--- src/rtl/mem_io_pkg.sv ---
// Shared constants for the memory/IO bridge: FSM encoding, default IO window and idle bus value.
package mem_io_pkg;

  typedef logic [1:0] state_t;

  localparam state_t ST_IDLE    = 2'd0;
  localparam state_t ST_IO_WAIT = 2'd1;
  localparam state_t ST_DONE    = 2'd2;

  localparam logic [31:0] IO_BASE_DEFAULT        = 32'hFFFF_FC60;
  localparam int unsigned IO_STRIDE_LOG2_DEFAULT = 4;

  // Value replicated across write_data when no store is in flight.
  localparam logic IDLE_WDATA_BIT = 1'b0;

endpackage

--- src/rtl/mem_io_bridge_if.sv ---
// Execute-stage / memory / peripheral bus bundle seen by the bridge.
interface mem_io_bridge_if
  import mem_io_pkg::*;
#(
  parameter int unsigned ADDR_W         = 32,
  parameter int unsigned DATA_W         = 32,
  parameter int unsigned IO_DATA_W      = 16,
  parameter int unsigned N_IO           = 4,
  parameter int unsigned IO_STRIDE_LOG2 = IO_STRIDE_LOG2_DEFAULT
) ();

  logic [ADDR_W-1:0]         caddress;
  logic                      memread;
  logic                      memwrite;
  logic                      ioread;
  logic                      iowrite;
  logic [DATA_W-1:0]         mread_data;
  logic [DATA_W-1:0]         wdata;
  logic [N_IO*IO_DATA_W-1:0] io_rdata;
  logic [N_IO-1:0]           io_ready;

  logic [ADDR_W-1:0]         address;
  logic [DATA_W-1:0]         write_data;
  logic [DATA_W-1:0]         rdata;
  logic [N_IO-1:0]           io_cs;
  logic                      io_rd;
  logic                      io_wr;
  logic [IO_STRIDE_LOG2-1:0] io_offset;
  logic [IO_DATA_W-1:0]      io_wdata;
  logic                      stall;
  logic                      bus_err;
  logic [ADDR_W-1:0]         err_addr;

  modport master (
    output caddress, memread, memwrite, ioread, iowrite, mread_data, wdata, io_rdata, io_ready,
    input  address, write_data, rdata, io_cs, io_rd, io_wr, io_offset, io_wdata, stall,
           bus_err, err_addr
  );

  modport slave (
    input  caddress, memread, memwrite, ioread, iowrite, mread_data, wdata, io_rdata, io_ready,
    output address, write_data, rdata, io_cs, io_rd, io_wr, io_offset, io_wdata, stall,
           bus_err, err_addr
  );

endinterface

--- src/rtl/io_addr_decoder.sv ---
// Maps a byte address onto one of N_IO equally sized peripheral windows.
module io_addr_decoder
  import mem_io_pkg::*;
#(
  parameter int unsigned      ADDR_W         = 32,
  parameter int unsigned      N_IO           = 4,
  parameter logic [ADDR_W-1:0] IO_BASE       = IO_BASE_DEFAULT,
  parameter int unsigned      IO_STRIDE_LOG2 = IO_STRIDE_LOG2_DEFAULT,
  parameter int unsigned      CH_W           = 2
) (
  input  logic [ADDR_W-1:0]         caddress,
  output logic                      hit,
  output logic [CH_W-1:0]           ch,
  output logic [IO_STRIDE_LOG2-1:0] io_offset,
  output logic [N_IO-1:0]           cs
);

  logic [ADDR_W-1:0] diff;
  logic [ADDR_W-1:0] idx;

  assign diff      = caddress - IO_BASE;
  assign idx       = diff >> IO_STRIDE_LOG2;
  assign hit       = (caddress >= IO_BASE) && (idx < ADDR_W'(N_IO));
  assign ch        = idx[CH_W-1:0];
  assign io_offset = caddress[IO_STRIDE_LOG2-1:0];
  assign cs        = hit ? (N_IO'(1) << ch) : '0;

endmodule

--- src/rtl/mem_io_bridge.sv ---
// Execute-stage bridge: single-cycle memory pass-through plus a stalling, timed-out IO channel
// access path with a sticky first-error record.
module mem_io_bridge
  import mem_io_pkg::*;
#(
  parameter int unsigned       ADDR_W         = 32,
  parameter int unsigned       DATA_W         = 32,
  parameter int unsigned       IO_DATA_W      = 16,
  parameter int unsigned       N_IO           = 4,
  parameter logic [ADDR_W-1:0] IO_BASE        = IO_BASE_DEFAULT,
  parameter int unsigned       IO_STRIDE_LOG2 = IO_STRIDE_LOG2_DEFAULT,
  parameter int unsigned       TIMEOUT_CYC    = 255
) (
  input logic            clock,
  input logic            reset_n,
  mem_io_bridge_if.slave bus
);

  localparam int unsigned CH_W  = (N_IO > 1) ? $clog2(N_IO) : 1;
  localparam int unsigned CNT_W = (TIMEOUT_CYC > 1) ? $clog2(TIMEOUT_CYC) : 1;

  logic                    dec_hit;
  logic [CH_W-1:0]         dec_ch;
  logic [N_IO-1:0]         dec_cs;

  state_t                  state_q, state_d;
  logic [CNT_W-1:0]        cnt_q, cnt_d;
  logic [DATA_W-1:0]       rd_latch_q, rd_latch_d;
  logic                    bus_err_q, bus_err_d;
  logic [ADDR_W-1:0]       err_addr_q, err_addr_d;
  logic [CH_W-1:0]         ch_q, ch_d;
  logic [N_IO-1:0]         cs_q, cs_d;
  logic                    rd_q, rd_d, wr_q, wr_d;

  logic [N_IO-1:0]         io_cs;
  logic                    io_rd, io_wr, stall, io_sel;
  logic [IO_DATA_W-1:0]    slice_live, slice_held;

  io_addr_decoder #(
    .ADDR_W        (ADDR_W),
    .N_IO          (N_IO),
    .IO_BASE       (IO_BASE),
    .IO_STRIDE_LOG2(IO_STRIDE_LOG2),
    .CH_W          (CH_W)
  ) u_dec (
    .caddress (bus.caddress),
    .hit      (dec_hit),
    .ch       (dec_ch),
    .io_offset(bus.io_offset),
    .cs       (dec_cs)
  );

  assign io_sel     = bus.ioread | bus.iowrite;
  assign slice_live = bus.io_rdata[int'(dec_ch) * IO_DATA_W +: IO_DATA_W];
  assign slice_held = bus.io_rdata[int'(ch_q) * IO_DATA_W +: IO_DATA_W];

  always_comb begin
    state_d    = state_q;
    cnt_d      = cnt_q;
    rd_latch_d = rd_latch_q;
    bus_err_d  = bus_err_q;
    err_addr_d = err_addr_q;
    ch_d       = ch_q;
    cs_d       = cs_q;
    rd_d       = rd_q;
    wr_d       = wr_q;
    io_cs      = '0;
    io_rd      = 1'b0;
    io_wr      = 1'b0;
    stall      = 1'b0;
    unique case (state_q)
      ST_IDLE: begin
        if (io_sel) begin
          stall = 1'b1;
          cnt_d = '0;
          if (dec_hit) begin
            io_cs = dec_cs;
            io_rd = bus.ioread;
            io_wr = bus.iowrite;
            ch_d  = dec_ch;
            cs_d  = dec_cs;
            rd_d  = bus.ioread;
            wr_d  = bus.iowrite;
            // A peripheral that answers in the select cycle skips the wait state entirely.
            if (bus.io_ready[dec_ch]) begin
              rd_latch_d = bus.ioread ? DATA_W'(slice_live) : '0;
              state_d    = ST_DONE;
            end else begin
              state_d = ST_IO_WAIT;
            end
          end else begin
            rd_latch_d = '0;
            if (!bus_err_q) begin
              bus_err_d  = 1'b1;
              err_addr_d = bus.caddress;
            end
            state_d = ST_DONE;
          end
        end
      end
      ST_IO_WAIT: begin
        stall = 1'b1;
        io_cs = cs_q;
        io_rd = rd_q;
        io_wr = wr_q;
        if (bus.io_ready[ch_q]) begin
          rd_latch_d = rd_q ? DATA_W'(slice_held) : '0;
          state_d    = ST_DONE;
        end else if (cnt_q == CNT_W'(TIMEOUT_CYC - 1)) begin
          rd_latch_d = '0;
          if (!bus_err_q) begin
            bus_err_d  = 1'b1;
            err_addr_d = bus.caddress;
          end
          state_d = ST_DONE;
        end else begin
          cnt_d = cnt_q + CNT_W'(1);
        end
      end
      ST_DONE: state_d = ST_IDLE;
      default: state_d = ST_IDLE;
    endcase
  end

  always_ff @(posedge clock) begin
    if (!reset_n) begin
      state_q    <= ST_IDLE;
      cnt_q      <= '0;
      rd_latch_q <= '0;
      bus_err_q  <= 1'b0;
      err_addr_q <= '0;
      ch_q       <= '0;
      cs_q       <= '0;
      rd_q       <= 1'b0;
      wr_q       <= 1'b0;
    end else begin
      state_q    <= state_d;
      cnt_q      <= cnt_d;
      rd_latch_q <= rd_latch_d;
      bus_err_q  <= bus_err_d;
      err_addr_q <= err_addr_d;
      ch_q       <= ch_d;
      cs_q       <= cs_d;
      rd_q       <= rd_d;
      wr_q       <= wr_d;
    end
  end

  // Strobes are masked during reset so a held IO control cannot reach a peripheral.
  assign bus.io_cs      = reset_n ? io_cs : '0;
  assign bus.io_rd      = reset_n & io_rd;
  assign bus.io_wr      = reset_n & io_wr;
  assign bus.stall      = reset_n & stall;
  assign bus.address    = bus.caddress;
  assign bus.io_wdata   = bus.wdata[IO_DATA_W-1:0];
  assign bus.bus_err    = bus_err_q;
  assign bus.err_addr   = err_addr_q;
  assign bus.write_data = (bus.memwrite | bus.iowrite) ? bus.wdata : {DATA_W{IDLE_WDATA_BIT}};

  always_comb begin
    bus.rdata = '0;
    if (bus.memread) begin
      bus.rdata = bus.mread_data;
    end else if (bus.ioread && (state_q == ST_DONE)) begin
      bus.rdata = rd_latch_q;
    end
  end

endmodule

--- src/flat_wrapper.sv ---
// flat-port wrapper written by rule: the top's interface ports become plain ports
module mem_io_bridge_flat import mem_io_pkg::*;
#(
  parameter int unsigned       ADDR_W         = 32,
  parameter int unsigned       DATA_W         = 32,
  parameter int unsigned       IO_DATA_W      = 16,
  parameter int unsigned       N_IO           = 4,
  parameter logic [ADDR_W-1:0] IO_BASE        = IO_BASE_DEFAULT,
  parameter int unsigned       IO_STRIDE_LOG2 = IO_STRIDE_LOG2_DEFAULT,
  parameter int unsigned       TIMEOUT_CYC    = 255
)
  (clock, reset_n, bus_caddress, bus_memread, bus_memwrite, bus_ioread, bus_iowrite, bus_mread_data, bus_wdata, bus_io_rdata, bus_io_ready, bus_address, bus_write_data, bus_rdata, bus_io_cs, bus_io_rd, bus_io_wr, bus_io_offset, bus_io_wdata, bus_stall, bus_bus_err, bus_err_addr);
  mem_io_bridge_if #(.ADDR_W(ADDR_W), .DATA_W(DATA_W), .IO_DATA_W(IO_DATA_W), .N_IO(N_IO), .IO_STRIDE_LOG2(IO_STRIDE_LOG2)) bus_i ();
  input logic clock;
  input logic reset_n;
  input wire logic [$bits(bus_i.caddress)-1:0] bus_caddress;
  input wire logic [$bits(bus_i.memread)-1:0] bus_memread;
  input wire logic [$bits(bus_i.memwrite)-1:0] bus_memwrite;
  input wire logic [$bits(bus_i.ioread)-1:0] bus_ioread;
  input wire logic [$bits(bus_i.iowrite)-1:0] bus_iowrite;
  input wire logic [$bits(bus_i.mread_data)-1:0] bus_mread_data;
  input wire logic [$bits(bus_i.wdata)-1:0] bus_wdata;
  input wire logic [$bits(bus_i.io_rdata)-1:0] bus_io_rdata;
  input wire logic [$bits(bus_i.io_ready)-1:0] bus_io_ready;
  output wire logic [$bits(bus_i.address)-1:0] bus_address;
  output wire logic [$bits(bus_i.write_data)-1:0] bus_write_data;
  output wire logic [$bits(bus_i.rdata)-1:0] bus_rdata;
  output wire logic [$bits(bus_i.io_cs)-1:0] bus_io_cs;
  output wire logic [$bits(bus_i.io_rd)-1:0] bus_io_rd;
  output wire logic [$bits(bus_i.io_wr)-1:0] bus_io_wr;
  output wire logic [$bits(bus_i.io_offset)-1:0] bus_io_offset;
  output wire logic [$bits(bus_i.io_wdata)-1:0] bus_io_wdata;
  output wire logic [$bits(bus_i.stall)-1:0] bus_stall;
  output wire logic [$bits(bus_i.bus_err)-1:0] bus_bus_err;
  output wire logic [$bits(bus_i.err_addr)-1:0] bus_err_addr;
  assign bus_i.caddress = bus_caddress;
  assign bus_i.memread = bus_memread;
  assign bus_i.memwrite = bus_memwrite;
  assign bus_i.ioread = bus_ioread;
  assign bus_i.iowrite = bus_iowrite;
  assign bus_i.mread_data = bus_mread_data;
  assign bus_i.wdata = bus_wdata;
  assign bus_i.io_rdata = bus_io_rdata;
  assign bus_i.io_ready = bus_io_ready;
  assign bus_address = bus_i.address;
  assign bus_write_data = bus_i.write_data;
  assign bus_rdata = bus_i.rdata;
  assign bus_io_cs = bus_i.io_cs;
  assign bus_io_rd = bus_i.io_rd;
  assign bus_io_wr = bus_i.io_wr;
  assign bus_io_offset = bus_i.io_offset;
  assign bus_io_wdata = bus_i.io_wdata;
  assign bus_stall = bus_i.stall;
  assign bus_bus_err = bus_i.bus_err;
  assign bus_err_addr = bus_i.err_addr;
  mem_io_bridge #(.ADDR_W(ADDR_W), .DATA_W(DATA_W), .IO_DATA_W(IO_DATA_W), .N_IO(N_IO), .IO_BASE(IO_BASE), .IO_STRIDE_LOG2(IO_STRIDE_LOG2), .TIMEOUT_CYC(TIMEOUT_CYC)) u_core (.clock(clock), .reset_n(reset_n), .bus(bus_i));
endmodule
--- config.mk ---
export PLATFORM = sky130hd
export DESIGN_NAME = mem_io_bridge_flat
export DESIGN_NICKNAME = d
export VERILOG_FILES = /design/src/rtl/mem_io_pkg.sv /design/src/rtl/mem_io_bridge_if.sv /design/src/rtl/io_addr_decoder.sv /design/src/rtl/mem_io_bridge.sv /design/src/flat_wrapper.sv
export SDC_FILE = /design/constraint.sdc
export NUM_CORES = 1
export LEC_CHECK = 0
export CELL_PAD_IN_SITES_DETAIL_PLACEMENT = 0
export CELL_PAD_IN_SITES_GLOBAL_PLACEMENT = 2
export CORE_ASPECT_RATIO = 1.75
export CORE_UTILIZATION = 20
export DETAILED_ROUTE_END_ITERATION = 10
export PLACE_DENSITY_LB_ADDON = 0.1
export RECOVER_POWER = 25
export SYNTH_ARGS = -nofsm -noshare
export SYNTH_HDL_FRONTEND = slang
export SYNTH_SLANG_ARGS = --single-unit
--- constraint.sdc ---
create_clock -name clock -period 9.4 [get_ports clock]
set_clock_uncertainty 0.1 [all_clocks]
set_input_delay 2.35 -clock clock [delete_from_list [all_inputs] [get_ports clock]]
set_output_delay 2.35 -clock clock [all_outputs]
set_load 0.05 [all_outputs]
==> results of run 1 <==
-- state kept, by name, summed over array words and instances, names as in the netlist --
| register | count |
|---|---|
| u_core.bus.err_addr | 32 |
| u_core.rd_latch_q | 16 |
| u_core.cnt_q | 8 |
| u_core.cs_q | 4 |
| u_core.ch_q | 2 |
| u_core.state_q | 2 |
| u_core.bus.bus_err | 1 |
| u_core.rd_q | 1 |
| u_core.wr_q | 1 |
-- stage by stage --
stage	util	power, W	cells	cell area [um2]
floorplan	-	0.000563	552	4840
global placement	0.334	0.000729	1094	7960
detailed placement	0.334	0.000730	1094	7960
CTS	0.346	0.00107	1110	8250
global route	0.345	0.00110	1110	8230
finish	0.345	0.00105	1110	8230
-- cells in the final DEF, fill, tap and decap left out, types with 16 or more instances in the layout --
cell / instances
dfxtp_1: 67
o21ai_0: 34
nor2_1: 16
o211a_1: 18
nand2_1: 65
nor2b_1: 34
dlygate4sd3_1: 35
nand4_1: 25
mux4_2: 28
and2_1: 18
clkdlybuf4s50_1: 287
a22o_1: 16
nand3_1: 52
-- power breakdown --
group          switching, W  internal, W  leakage, nW
logic              0.000240     0.000165         2.38
clock network      0.000127     0.000207        0.146
registers         0.0000109     0.000302        0.548
-- critical path: stages --
cell             delay [ns]
dlygate4sd3_1          0.68
ha_1                   0.26
nor4b_1                0.22
a21boi_0               0.18
nor4_4                 0.22
clkbuf_1               0.90
and4_1                 0.34
a22oi_1                0.08
nor2_1                 0.15
clkdlybuf4s50_1        0.84
-- final cells by class --
cell class | count | share of cell area
clock buffer | 15 | 0.0350
clock inverter | 1 | 0.000608
inverter | 4 | 0.00182
multi-input combinational | 380 | 0.351
sequential | 67 | 0.163
tap | 308 | 0.0468
timing repair buffer | 335 | 0.402
-- logic make-up after synthesis --
| family | count (synthesis) |
|---|---|
| DFF | 67 |
| buffers and inverters | 105 |
| adders and majority gates | 3 |
| and+or+nand+nor | 237 |
| muxes | 35 |
| AOI/OAI and AO/OA | 99 |
| xor gates and xnor gates | 6 |
-- metal layers --
metal / up-vias / wire length, um / share of wire / GRT usage
met4: 0 / 341 / 0.016 / 0.0547
met5: - / 0 / 0 / 0
met2: 249 / 11300 / 0.54 / 0.308
met1: 2437 / 7650 / 0.37 / 0.178
met3: 19 / 1630 / 0.078 / 0.0434
li1: 2464 / - / - / -
-- worst max-delay path by stage --
stage / start / endpoint
after floorplan: bus_caddress[5] / bus_io_cs[1]
after global placement: bus_caddress[6] / bus_io_cs[1]
after detailed placement: bus_caddress[6] / bus_io_cs[1]
after CTS: bus_caddress[6] / bus_io_cs[1]
after global routing: bus_caddress[6] / bus_io_wr
final: bus_caddress[6] / bus_io_wr
==> metrics, run 1 <==
Clock Latency Late Sink=around 0.33 ns; Post-synth EDFFs=0; initial core utilization=0.203; setup slack, reg-to-reg=6.40 ns; Net Count, Synth=725; Mapped Area=approximately 4800 um2; Num CTS Buffers=9; Setup crit start kind=input port; Final ANT Viol Nets=0; drt drc=0; r2r endpoint=u_core.rd_latch_q[15]; H-tree Lvls=3; setup TNS=0 ns; area share of and/or/nand/nor cells after synthesis=0.256; fin worst setup slack=0.723 ns; largest net degree at the start of global routing=between 90 and 100; Remaining Overflow, GRT=0; Worst Path Required=just under 7 ns; GP Congestion=between 0.7 and 0.8; share of cells above drive strength 1=0.0736; leading cell types by count after synthesis=dfxtp_1, nand2_1, buf_4, nand3_1, clkbuf_1; clock slew at reported path FFs=around 0.050 ns; min cycle time layout=8.68 ns; Worst slew margin=0.0468; worst reg2reg path startpoint=u_core.ch_q[1]; Hold WC Path Type=reg2reg; Starting DRT DRC Count=216; chip width=120 um; number of global-route vias before repair=5,336; worst hold path endpoint=u_core.bus.err_addr[6]; largest family of logic cells by synthesized area=simple AND/OR/NAND/NOR gates; Via Count=5,169; Routed wire per std cell=18.8 um; Post-CTS Setup Bufs=0; die area=24,800 um2; post-synth top area share=0.277; Power Dens Cells=128 nW/um2; drt pass-1 iters=5; sequential share of the synthesized area=0.277; status=finished clean; Hold WS=0.345 ns; Gate Count Post-Synth=552; ys async rst share=0; Num Clock Sinks=67; Least-Margin Pin Slew=1.43 ns; Slew Limit Fails=0; initial antenna violation count=0; pre-CTS setup slack=0.952 ns; hold_buf cts=0; R2R depth=8; final setup violation count=0; Rows=75; post-cts sizing count=0; IO buf count=325; Pleak=3.08 nW; first-pass GRT wire length=31,400 um; critical path peak fanout=22; GRT Total Usage=0.166; Placeable Area=about 24,000 um2; unrepaired setup endpoints after global routing=false; Yosys cell types=54; multi-input logic area=2890 um2; final period utilization=0.923; clock buffer depth=2; hold path cells=2; fmax=~120 MHz; Synth area leaders=dfxtp_1, mux4_2, buf_4; top_reg_cell synth=dfxtp_1; Routed WL=20,900 um; mux cell area share after synthesis=0.165; top-count cell post-synth=dfxtp_1; # nets final=970; kind of critical path=in2out; adder-cell share of the synthesized area=0.00776; yosys warns=0; Inserted Diodes=0; IO Count=326; WP data arrival=6.23 ns; P&R area growth vs syn=70.2%; Mean Syn Cell Area=8.76 um2; Root Driver=clkbuf_16; Synth area leader=dfxtp_1; hold_sp=u_core.bus.err_addr[6]; Fill cells=2,473; Final Hold Viols=0; Synth Area in Compound Gates=0.153; max-cap violations=0; VDD IR-drop max=64.2 uV; Reg area=1340 um2; Chip Height=between 200 and 250 um; XOR/XNOR Fraction of Synth Area=0.0109; TritonCTS clock tree=built; dpl hpwl=16,300 um; Seq cells post-synth=67; Setup crit end kind=output pin; Via-to-Cell Ratio=4.66
(Power assumes the default switching activity.)
==> run 2, diff against run 1 <==
PLACE_DENSITY = 0.87   (was unset)
PLACE_DENSITY_LB_ADDON = unset   (was 0.1)
==> run 2 against run 1 <==
First-iteration DRC count up 41%. Critical path depth unchanged. Clock power down 5%. Clock-buffer cell count down 3. Largest power group unchanged. Highest routed layer unchanged. Register-to-register slack worse by 0.38 ns. Worst setup slack better by 0.42 ns. Via count down 3.6%.
==> metrics, run 2 (synthesis results as in run 1) <==
VDD IR-drop max=58.6 uV (was 64.2 uV); Pleak=3.08 nW (about the same); Worst slew margin=0.0949 (was 0.0468); max-cap violations=0 (unchanged); GRT Total Usage=0.153 (was 0.166); worst hold path endpoint=u_core.bus.err_addr[20] (was u_core.bus.err_addr[6]); Crit-path slowest cell=dlygate4sd3_1 (was clkbuf_1); Hold WC Path Type=reg2reg (unchanged); Routed WL=19,500 um (was 20,900 um); max reg flops=32 (unchanged); dpl hpwl=14,800 um (was 16,300 um); Clock Latency Late Sink=0.34 ns (was 0.33 ns); GP Congestion=0.800 (was 0.777); hold_buf cts=0 (unchanged); Via Count=4,983 (was 5,169); Inserted Diodes=0 (unchanged); worst reg2reg path startpoint=u_core.ch_q[1] (unchanged); Worst Path Buf+Inv=3 (unchanged); R2R depth=7 (was 8); Routed wire per std cell=17.6 um (was 18.8 um); Starting DRT DRC Count=305 (was 216); kind of critical path=in2out (unchanged); Design Area, Final=8250 um2 (was 8230 um2); Num CTS Buffers=9 (unchanged); commonest non-fill, non-tap cell in the layout=clkdlybuf4s50_1 (unchanged); WP data arrival=5.81 ns (was 6.23 ns); status=finished clean (unchanged); Chip Height=208 um (unchanged); critical path peak fanout=23 (was 22); Final Hold Viols=0 (unchanged); IO buf count=325 (unchanged); Power Dens Cells=125 nW/um2 (was 128 nW/um2); max incr delay on CP=0.99 ns (was 0.90 ns); # nets final=969 (was 970); total power=0.00103 W (was 0.00105 W); chip width=120 um (unchanged); largest net degree at the start of global routing=95 (unchanged); Post-Place Cell Area=7990 um2 (was 7960 um2); IO Count=326 (unchanged); fmax=121 MHz (was 115 MHz); final setup violation count=0 (unchanged); Fill cells=2,474 (was 2,473); hold_sp=u_core.bus.err_addr[20] (was u_core.bus.err_addr[6]); drt drc=0 (unchanged); Least-Margin Pin Slew=1.36 ns (was 1.43 ns); drt pass-1 iters=6 (was 5); setup slack, reg-to-reg=6.02 ns (was 6.40 ns); initial core utilization=0.203 (unchanged); Setup crit start kind=input port (unchanged); TritonCTS clock tree=built (unchanged); critical path cell sequence=dlygate4sd3_1 > ha_1 > nor4b_1 > a21boi_0 > nor4_4 > buf_4 > o2111a_1 > nand3b_1 > a21oi_1 > buf_12 (was dlygate4sd3_1 > ha_1 > nor4b_1 > a21boi_0 > nor4_4 > clkbuf_1 > and4_1 > a22oi_1 > nor2_1 > clkdlybuf4s50_1); P&R area growth vs syn=70.5% (was 70.2%); post-cts sizing count=0 (unchanged); Post-CTS Setup Bufs=0 (unchanged); Worst path top cell family by delay=buffers and inverters (unchanged); min cycle time layout=8.26 ns (was 8.68 ns); clock buffer depth=2 (unchanged); Worst Path Required=6.95 ns (about the same); number of global-route vias before repair=4,916 (was 5,336); H-tree Lvls=3 (unchanged); first-pass GRT wire length=29,100 um (was 31,400 um); setup TNS=0 ns (unchanged); Rows=75 (unchanged); Remaining Overflow, GRT=0 (unchanged); unrepaired setup endpoints after global routing=false (unchanged); Slew Limit Fails=0 (unchanged); Setup crit end kind=output pin (unchanged); hold path cells=2 (unchanged); Via-to-Cell Ratio=4.50 (was 4.66); final period utilization=0.878 (was 0.923); share of cells above drive strength 1=0.0788 (was 0.0736); clock slew at reported path FFs=0.05 ns (about the same); initial antenna violation count=0 (unchanged); Root Driver=clkbuf_16 (unchanged); Num Clock Sinks=67 (unchanged); Final ANT Viol Nets=0 (unchanged); r2r endpoint=u_core.rd_latch_q[12] (was u_core.rd_latch_q[15]); Placeable Area=23,800 um2 (unchanged); commonest non-fill, non-tap cells in the layout=clkdlybuf4s50_1, dfxtp_1, nand2_1 (unchanged); die area=24,800 um2 (unchanged)
## run 2: worst max path at each step
stage	startpoint	to	slack [ns]	cells after the start
2_1_floorplan	bus_caddress[5]	bus_io_cs[1]	2.20	9
3_3_place_gp	bus_caddress[5]	bus_io_cs[3]	1.29	10
3_5_place_dp	bus_caddress[5]	bus_io_cs[3]	1.14	9
4_1_cts	bus_caddress[5]	bus_io_cs[3]	1.13	9
5_1_grt	bus_caddress[5]	bus_io_cs[3]	0.83	10
6_report	bus_caddress[5]	bus_io_cs[3]	1.14	10
## run 2: power breakdown
| part | switching, W | internal [W] |
|---|---|---|
| logic | 0.000236 | 0.000165 |
| registers | 0.0000107 | 0.000302 |
| clock network | 0.000127 | 0.000190 |
## run 2: worst min-delay path, stage by stage, from the launching register on
cell and delay [ns]:
dfxtp_1 0.30, nand2_1 0.04, o21ai_0 0.06
## run 2: layer usage
| layer | up-vias | wire (um) | GRT usage |
|---|---|---|---|
| li1 | 2456 | - | - |
| met1 | 2331 | 7790 | 0.171 |
| met2 | 186 | 10400 | 0.287 |
| met3 | 10 | 1180 | 0.0327 |
| met4 | 0 | 191 | 0.0414 |
| met5 | - | 0 | 0 |
## run 2: per-stage QoR
stage | setup WS, ns | util | hold slack, ns | cells
after floorplan | 2.20 | - | 0.336 | 552
after global placement | 1.29 | 0.335 | 0.335 | 1093
after detailed placement | 1.14 | 0.335 | 0.346 | 1093
after CTS | 1.13 | 0.347 | 0.360 | 1107
after global routing | 0.834 | 0.346 | 0.375 | 1107
final | 1.14 | 0.346 | 0.351 | 1107
## run 2: cell type report
class | instances | area [um2] | share of cell area
well taps | 308 | 385 | 0.0467
clock buffers | 12 | 256 | 0.0311
clock inverters | 2 | 12.5 | 0.00152
multi-input cells | 380 | 2890 | 0.351
flip-flops and latches | 67 | 1340 | 0.163
repair buffers | 334 | 3340 | 0.406
inverters | 4 | 15.0 | 0.00182
==> run 3, diff against run 2 <==
CELL_PAD_IN_SITES_DETAIL_PLACEMENT = unset   (was 0)
CELL_PAD_IN_SITES_GLOBAL_PLACEMENT = unset   (was 2)
CORE_AREA = 2 2 125 127   (was unset)
CORE_ASPECT_RATIO = unset   (was 1.75)
CORE_UTILIZATION = unset   (was 20)
DIE_AREA = 0 0 127 129   (was unset)
PLACE_DENSITY = 0.76   (was 0.87)
==> run 3 against run 2 <==
Sequential share of layout area is 0.36 points higher. Maximum frequency is 2.2% higher. Sequential power hardly changed. Via count is 1.9% higher. Die area is 34% lower. First-iteration DRC count is 19% lower. Clock power is 7.9% higher. Hold slack better by 0.0024 ns. Critical path depth stayed put. Highest routed layer unchanged. Global-route usage is 5.0 points higher.
==> metrics, run 3 (synthesis results as in run 1) <==
# nets final=968 (was 969); critical path cell sequence=dlygate4sd3_1 > ha_1 > nor4b_1 > a21boi_0 > nor4_4 > buf_4 > and4_1 > a22oi_1 > nor2_1 > clkdlybuf4s50_1 (was dlygate4sd3_1 > ha_1 > nor4b_1 > a21boi_0 > nor4_4 > buf_4 > o2111a_1 > nand3b_1 > a21oi_1 > buf_12); max-cap violations=0 (unchanged); first-pass GRT wire length=26,300 um (was 29,100 um); Worst slew margin=0.0827 (was 0.0949); Clock Latency Late Sink=0.33 ns (was 0.34 ns); drt drc=0 (unchanged); Chip Height=129 um (was 208 um); utilization after layout=0.539 (was 0.346); multi-input logic area=2880 um2 (was 2890 um2); Worst Path Required=6.95 ns (about the same); largest net degree at the start of global routing=79 (was 95); final setup violation count=0 (unchanged); IO Count=326 (unchanged); VDD IR-drop max=78.4 uV (was 58.6 uV); drt pass-1 iters=4 (was 6); fmax=124 MHz (was 121 MHz); initial core utilization=0.323 (was 0.203); Via Count=5,079 (was 4,983); P&R area growth vs syn=66.8% (was 70.5%); Least-Margin Pin Slew=1.38 ns (was 1.36 ns); total power=0.00105 W (was 0.00103 W); Remaining Overflow, GRT=0 (unchanged); clock slew at reported path FFs=0.06 ns (was 0.05 ns); Slew Limit Fails=0 (unchanged); Final Hold Viols=0 (unchanged); share of cells above drive strength 1=0.0775 (was 0.0788); max incr delay on CP=0.83 ns (was 0.99 ns); kind of critical path=in2out (unchanged); min cycle time layout=8.07 ns (was 8.26 ns); Worst path top cell family by delay=buffers and inverters (unchanged); post-cts sizing count=0 (unchanged); Num CTS Buffers=9 (unchanged); commonest non-fill, non-tap cell in the layout=clkdlybuf4s50_1 (unchanged); commonest non-fill, non-tap cells in the layout=clkdlybuf4s50_1, dfxtp_1, nand2_1 (unchanged); Num Clock Sinks=67 (unchanged); Power Dens Cells=131 nW/um2 (was 125 nW/um2); Setup crit end kind=output pin (unchanged); Routed WL=17,600 um (was 19,500 um); WP data arrival=5.62 ns (was 5.81 ns); max reg flops=32 (unchanged); Starting DRT DRC Count=248 (was 305); Hold WS=0.353 ns (was 0.351 ns); Via-to-Cell Ratio=5.14 (was 4.50); Root Driver=clkbuf_16 (unchanged); Setup crit start kind=input port (unchanged); dpl hpwl=13,800 um (was 14,800 um); Routed wire per std cell=17.8 um (was 17.6 um); status=finished clean (unchanged); Worst Path Buf+Inv=3 (unchanged); Post-CTS Setup Bufs=0 (unchanged); Placeable Area=15,000 um2 (was 23,800 um2); unrepaired setup endpoints after global routing=false (unchanged); die area=16,400 um2 (was 24,800 um2); Inserted Diodes=0 (unchanged); IO buf count=325 (unchanged); GRT Total Usage=0.203 (was 0.153); setup TNS=0 ns (unchanged); Rows=45 (was 75); final period utilization=0.859 (was 0.878); Hold WC Path Type=reg2reg (unchanged); hold_buf cts=0 (unchanged); Crit-path slowest cell=clkdlybuf4s50_1 (was dlygate4sd3_1); clock buffer depth=2 (unchanged); Pleak=3.08 nW (about the same); chip width=127 um (was 120 um); number of global-route vias before repair=4,821 (was 4,916); GP Congestion=0.902 (was 0.800); critical path peak fanout=23 (unchanged); Reg area=1340 um2 (unchanged); TritonCTS clock tree=built (unchanged); H-tree Lvls=3 (unchanged); initial antenna violation count=0 (unchanged); Fill cells=1,369 (was 2,474); Final ANT Viol Nets=0 (unchanged)
run 3: path summary, 6_finish.rpt:
kind,from,to,slack [ns],cells after the start
worst max register to register,u_core.ch_q[0],u_core.rd_latch_q[10],5.68,7
worst max-delay path,bus_caddress[5],bus_io_rd,1.33,10
worst min register to register,u_core.bus.err_addr[5],u_core.bus.err_addr[5],0.35,2
worst min-delay path,u_core.bus.err_addr[5],u_core.bus.err_addr[5],0.35,2
run 3: metrics by stage:
step | instance area, um2 | worst slack, ns | instances
3_5_place_dp | 7780 | 1.38 | 972
5_1_grt | 8070 | 1.10 | 988
4_1_cts | 8080 | 1.38 | 988
2_1_floorplan | 4840 | 2.20 | 552
6_report | 8070 | 1.33 | 988
3_3_place_gp | 7780 | 1.45 | 972
run 3: area by class of cell:
| class | count | share of cell area |
|---|---|---|
| clock buffers | 9 | 0.0279 |
| clock inverters | 7 | 0.00931 |
| inverters | 4 | 0.00186 |
| multi-input cells | 380 | 0.357 |
| flip-flops and latches | 67 | 0.166 |
| well taps | 188 | 0.0292 |
| repair buffers | 333 | 0.408 |
run 3: routing by layer:
metal	global-route usage	up-vias	share of wire	wire (um)
li1	-	2464	-	-
met1	0.258	2342	0.41	7220
met2	0.347	249	0.50	8810
met3	0.0428	24	0.071	1250
met4	0.0672	0	0.019	341
met5	0	-	0	0
run 3: worst register-to-register path, stage by stage (launching register included):
cell and delay [ns]:
dfxtp_1 1.05, mux4_2 0.47, a211o_1 0.14, nand2_1 0.05, a41oi_1 0.17, clkbuf_1 1.03, nand3_1 0.36, o211a_1 0.24
run 3: power breakdown:
part | internal [W] | switching (W)
logic | 0.000164 | 0.000236
registers | 0.000302 | 0.00000990
clock network | 0.000207 | 0.000135
